===== src/rtl/aes_key_expander.sv =====
// AES-128 key schedule: expands a cipher key into 11 round keys, one per clock.
// Ports: Clk, Rst (async, active-low), CipherKey, Load, SelKey -> Key, Busy, KeyRy.

module aes_sbox (
   input  logic [7:0] a,
   output logic [7:0] y
);
   localparam logic [2047:0] SBOX = {
      128'h637c777bf26b6fc53001672bfed7ab76,
      128'hca82c97dfa5947f0add4a2af9ca472c0,
      128'hb7fd9326363ff7cc34a5e5f171d83115,
      128'h04c723c31896059a071280e2eb27b275,
      128'h09832c1a1b6e5aa0523bd6b329e32f84,
      128'h53d100ed20fcb15b6acbbe394a4c58cf,
      128'hd0efaafb434d338545f9027f503c9fa8,
      128'h51a3408f929d38f5bcb6da2110fff3d2,
      128'hcd0c13ec5f974417c4a77e3d645d1973,
      128'h60814fdc222a908846eeb814de5e0bdb,
      128'he0323a0a4906245cc2d3ac629195e479,
      128'he7c8376d8dd54ea96c56f4ea657aae08,
      128'hba78252e1ca6b4c6e8dd741f4bbd8b8a,
      128'h703eb5664803f60e613557b986c11d9e,
      128'he1f8981169d98e949b1e87e9ce5528df,
      128'h8ca1890dbfe6426841992d0fb054bb16
   };

   always_comb begin
      y = SBOX[(255 - int'(a)) * 8 +: 8];
   end
endmodule

module aes_key_expander (
   input  logic         Clk,
   input  logic         Rst,
   input  logic [127:0] CipherKey,
   input  logic         Load,
   input  logic [3:0]   SelKey,
   output logic [127:0] Key,
   output logic         Busy,
   output logic         KeyRy
);
   typedef enum logic [1:0] {IDLE, EXPAND, DONE} state_t;

   state_t        state, state_nx;
   logic [3:0]    rc;
   logic [127:0]  rk [0:10];
   logic [127:0]  prev, next_key;
   logic [3:0][31:0] w, nw;
   logic [31:0]   rot, sub, t;
   logic [7:0]    rcon;

   // Source entry for the round being computed; guarded so a stray rc
   // never indexes past the register file.
   always_comb begin
      prev = rk[0];
      if (rc >= 4'd1 && rc <= 4'd10) prev = rk[rc - 4'd1];
   end

   // Matrix layout -> FIPS words: column c of each row forms word c.
   always_comb begin
      for (int c = 0; c < 4; c++) begin
         w[c] = {prev[127 - 8*c -: 8], prev[95 - 8*c -: 8],
                 prev[63 - 8*c -: 8],  prev[31 - 8*c -: 8]};
      end
   end

   assign rot = {w[3][23:0], w[3][31:24]};

   for (genvar i = 0; i < 4; i++) begin : g_sbox
      aes_sbox u_sbox (
         .a(rot[8*i +: 8]),
         .y(sub[8*i +: 8])
      );
   end

   always_comb begin
      rcon = 8'h00;
      case (rc)
         4'd1:    rcon = 8'h01;
         4'd2:    rcon = 8'h02;
         4'd3:    rcon = 8'h04;
         4'd4:    rcon = 8'h08;
         4'd5:    rcon = 8'h10;
         4'd6:    rcon = 8'h20;
         4'd7:    rcon = 8'h40;
         4'd8:    rcon = 8'h80;
         4'd9:    rcon = 8'h1b;
         4'd10:   rcon = 8'h36;
         default: rcon = 8'h00;
      endcase
   end

   assign t = sub ^ {rcon, 24'h0};

   always_comb begin
      nw[0] = w[0] ^ t;
      nw[1] = w[1] ^ nw[0];
      nw[2] = w[2] ^ nw[1];
      nw[3] = w[3] ^ nw[2];
   end

   // FIPS words -> matrix layout.
   always_comb begin
      next_key = '0;
      for (int c = 0; c < 4; c++) begin
         next_key[127 - 8*c -: 8] = nw[c][31:24];
         next_key[95 - 8*c -: 8]  = nw[c][23:16];
         next_key[63 - 8*c -: 8]  = nw[c][15:8];
         next_key[31 - 8*c -: 8]  = nw[c][7:0];
      end
   end

   always_ff @(posedge Clk or negedge Rst) begin
      if (!Rst) state <= IDLE;
      else      state <= state_nx;
   end

   always_comb begin
      state_nx = state;
      Busy     = 1'b0;
      KeyRy    = 1'b0;
      case (state)
         IDLE: begin
            if (Load) state_nx = EXPAND;
         end
         EXPAND: begin
            Busy = 1'b1;
            if (rc == 4'd10) state_nx = DONE;
         end
         DONE: begin
            KeyRy = 1'b1;
            if (Load) state_nx = EXPAND;
         end
         default: state_nx = IDLE;
      endcase
   end

   always_ff @(posedge Clk or negedge Rst) begin
      if (!Rst) begin
         rc <= 4'd0;
         for (int i = 0; i <= 10; i++) rk[i] <= '0;
      end else begin
         case (state)
            IDLE, DONE: begin
               if (Load) begin
                  rk[0] <= CipherKey;
                  rc    <= 4'd1;
               end
            end
            EXPAND: begin
               if (rc >= 4'd1 && rc <= 4'd10) rk[rc] <= next_key;
               if (rc != 4'd10) rc <= rc + 4'd1;
            end
            default: rc <= 4'd0;
         endcase
      end
   end

   // Indices past the last round alias to the cipher key.
   always_comb begin
      Key = rk[0];
      if (SelKey <= 4'd10) Key = rk[SelKey];
   end
endmodule


===== config.mk =====
export PLATFORM = sky130hd
export DESIGN_NAME = aes_key_expander
export DESIGN_NICKNAME = d
export VERILOG_FILES = /design/src/rtl/aes_key_expander.sv
export SDC_FILE = /design/constraint.sdc
export NUM_CORES = 2
export LEC_CHECK = 0
export CORE_MARGIN = 2
export CORE_UTILIZATION = 50
export CTS_BUF_LIST = sky130_fd_sc_hd__clkbuf_4 sky130_fd_sc_hd__clkbuf_8 sky130_fd_sc_hd__clkbuf_16
export DETAILED_ROUTE_END_ITERATION = 8
export PLACE_DENSITY_LB_ADDON = 0.08
export SLEW_MARGIN = 20
export SYNTH_ARGS = -nofsm -noshare
export SYNTH_HDL_FRONTEND = slang
export SYNTH_HIERARCHICAL = 1
export SYNTH_SLANG_ARGS = --single-unit

===== constraint.sdc =====
create_clock -name Clk -period 11.2 [get_ports Clk]
set_clock_uncertainty 0.1 [all_clocks]
set_input_delay 2.24 -clock Clk [delete_from_list [all_inputs] [get_ports Clk]]
set_output_delay 2.24 -clock Clk [all_outputs]
set_load 0.01 [all_outputs]

==> impl_metrics.ini <==
[status]
outcome = completed

[sta]
setup_tns_ns = 0
rsz0062_at_grt = no
fmax_mhz = 111
setup_viol = 0
fin_crit_ns = 9.02
holdWs_ns = 0.399
hold_viol_final = 0
max_slew_margin_pct = 20.7
period_share_pct = 80.5
tightest_slew_ns = 1.18
maxSlewViolCount = 0

[logic_synthesis]
synthAdderAreaFrac_pct = 0.856
synth-simple-area-share_pct = 13.2
yosysTopAreaCellShare_pct = 38.4
synthTopCellsByArea = dfrtp_1, mux4_2, o21ai_0
synth.avg_cell_area_sq_um = 9.17
synthCells = 10000
synth_mux_area_share_pct = 16.3
synth_seq_cells = 1414
async_flop_share_pct = 100
ys.flop_type = dfrtp_1
synth_top_cell_by_area = dfrtp_1
synth_compound_gate_area_share_pct = 23.1
synth.distinct_cells = 87
synth_top_family_by_area = compound AO/OA/AOI/OAI gates
syn_nets = 10200
synth_warnings = 6
synth_area_sq_mm = 0.0921
seq_area_frac_synth_pct = 38.4
synth_edf_count = 0
synth-xor-area-share_pct = 2.24

[layout]
final_core_util_pct = 54.8
area_growth_pct = 8.95
final_common_cell = nand2_1
nNetsFinal = 9774
drive_gt1_share_pct = 14.4
most-common-layout-cells = nand2_1, o21ai_0, dfrtp_1, a21oi_1, nor2_1

[global_routing]
grt_use_met3_pct = 8.69
grtUsageMet1_pct = 52.7
grt_max_degree = 160
grtUsageTotal_pct = 38.4
grt_busiest_layer = met2
grt_pass1_wl_mm = 541
antenna_found_initial = 5
use_met2_pct = 58.3
grt_pass1_vias = 80000
gr-total-overflow = 0

[die]
die-area_sq_mm = 0.188
initial_core_util_pct = 50.3
io_pins = 265
die_w_microns = 433
coreArea_sq_mm = 0.183
fp.dieH_microns = 433
row_count = 157

[worst_setup_path]
cp-end-kind = register
worstPathRequired_ns = 11.79
arrival_ns = 9.61
r2r_cells = 19
r2r_setup_slack_ns = 2.18
crit_type = register to register
cp_max_fo = 33
r2r_end = rk[226]
worstSetupStartpointType = register
reg2reg_from = rc[0]

[placed_design]
dp_hpwl_mm = 220
gp_congestion = 1.04
io_buffer_count = 264

[route]
firstDrtPassIters = 7
drt_wl_total_mm = 365
wire_per_inst_microns = 30.0
drc_errors = 0
first_iter_violations = 10600
vias = 82700
ant_nets = 0
vias_per_cell = 6.79

[clock_network]
htree_levels = 4
clk_latency_ns = 0.86
cts_tree = done
cts_hold_buffers = 0
path_clk_slew_ns = 0.06
numCtsBuffers = 167
ctsResizeCount = 0
cts_setup_buffers = 0
clock_tree.root_cell = clkbuf_16
clockBufferDepth = 3
cts_sinks = 1414

[hold_path]
hold_start = rk[520]
holdPathEnd = rk[520]
holdPathStages = 2
holdCritPathClass = register to register

[flow_run]
cap_viol_max_count = 0
==> cells in the mapped netlist (70+ instances only) <==
library cell  number
a211oi_1         141
a21oi_1          556
a22oi_1          161
a31oi_1          117
and2_1            85
buf_2            228
buf_4             82
clkbuf_1         634
dfrtp_1         1414
inv_1             70
mux2_2           175
mux2i_1          143
mux4_2           510
nand2_1         1632
nand2b_1          77
nand3_1          125
nor2_1           535
nor2b_1          136
nor3_1            74
o211ai_1         164
o21ai_0         1436
o21ai_1          307
o22ai_1          175
xnor2_1           95
xor2_1            87
==> kinds of logic (layout without fill, tap and decap cells) <==
group,Yosys count,after routing
other,0,5
buffers and inverters,1160,816
adder cells (fa/ha/maj),63,63
multiplexers,839,839
AND/OR/NAND/NOR,2815,2815
XOR/XNOR,211,211
flip-flops,1414,1414
AO/OA/AOI/OAI,3540,3540
==> through the flow <==
stage	area (sq um)	instances	worst slack, ns
floorplan	92100	10000	4.23
global placement	94700	11900	2.24
detailed placement	94700	11900	2.40
CTS	100000	12200	2.38
global route	100000	12200	1.58
finish	100000	12200	2.18
==> metal layers <==
| layer | vias up | wire length (microns) | share of wire (%) |
|---|---|---|---|
| met4 | 2 | 18000 | 4.9 |
| met3 | 988 | 35600 | 9.8 |
| met1 | 41200 | 149000 | 41 |
| met5 | - | 11 | 0.0030 |
| li1 | 35700 | - | - |
| met2 | 4739 | 163000 | 45 |
==> sequential cells by signal, indices dropped and copies added (netlist names) <==
name	flops
rk	1408
rc	4
state	2
==> critical path, stage by stage, from the launching register on <==
cell      delay, ns
dfrtp_4        0.68
inv_2          0.33
ha_1           0.47
nor2b_1        0.09
o21ai_0        0.42
and2_4         0.73
o21a_1         0.82
inv_1          0.27
ha_1           0.78
nor2b_1        0.47
nor2_1         0.15
a21o_1         0.21
a211oi_1       0.22
or4_1          0.16
nand4_1        0.24
xor2_1         0.29
xnor2_1        0.74
xor2_1         0.76
xor2_1         0.72
o21ai_0        0.21
==> final cells by class <==
| cell class | instances | area (sq um) |
|---|---|---|
| diodes | 5 | 12.5 |
| clock buffers | 241 | 4990 |
| clock inverters | 50 | 614 |
| fillers | 16600 | 82700 |
| inverters | 84 | 315 |
| multi-input cells | 7468 | 51600 |
| flip-flops and latches | 1414 | 35400 |
| well taps | 2464 | 3080 |
| repair buffers | 441 | 4340 |
==> how the worst max path moves through the flow <==
| stage | startpoint | to | slack, ns | cells past startpoint |
|---|---|---|---|---|
| 4_1_cts | rc[0] | rk[226] | 2.38 | 19 |
| 3_3_place_gp | rc[0] | rk[1103] | 2.24 | 19 |
| 2_1_floorplan | SelKey[0] | Key[127] | 4.23 | 8 |
| 3_5_place_dp | rc[0] | rk[226] | 2.40 | 19 |
| 6_report | rc[0] | rk[226] | 2.18 | 19 |
| 5_1_grt | rc[0] | rk[226] | 1.58 | 19 |
Power is not shown: default switching activity piles up to over one toggle a cycle in this logic, so the estimate is an artifact.
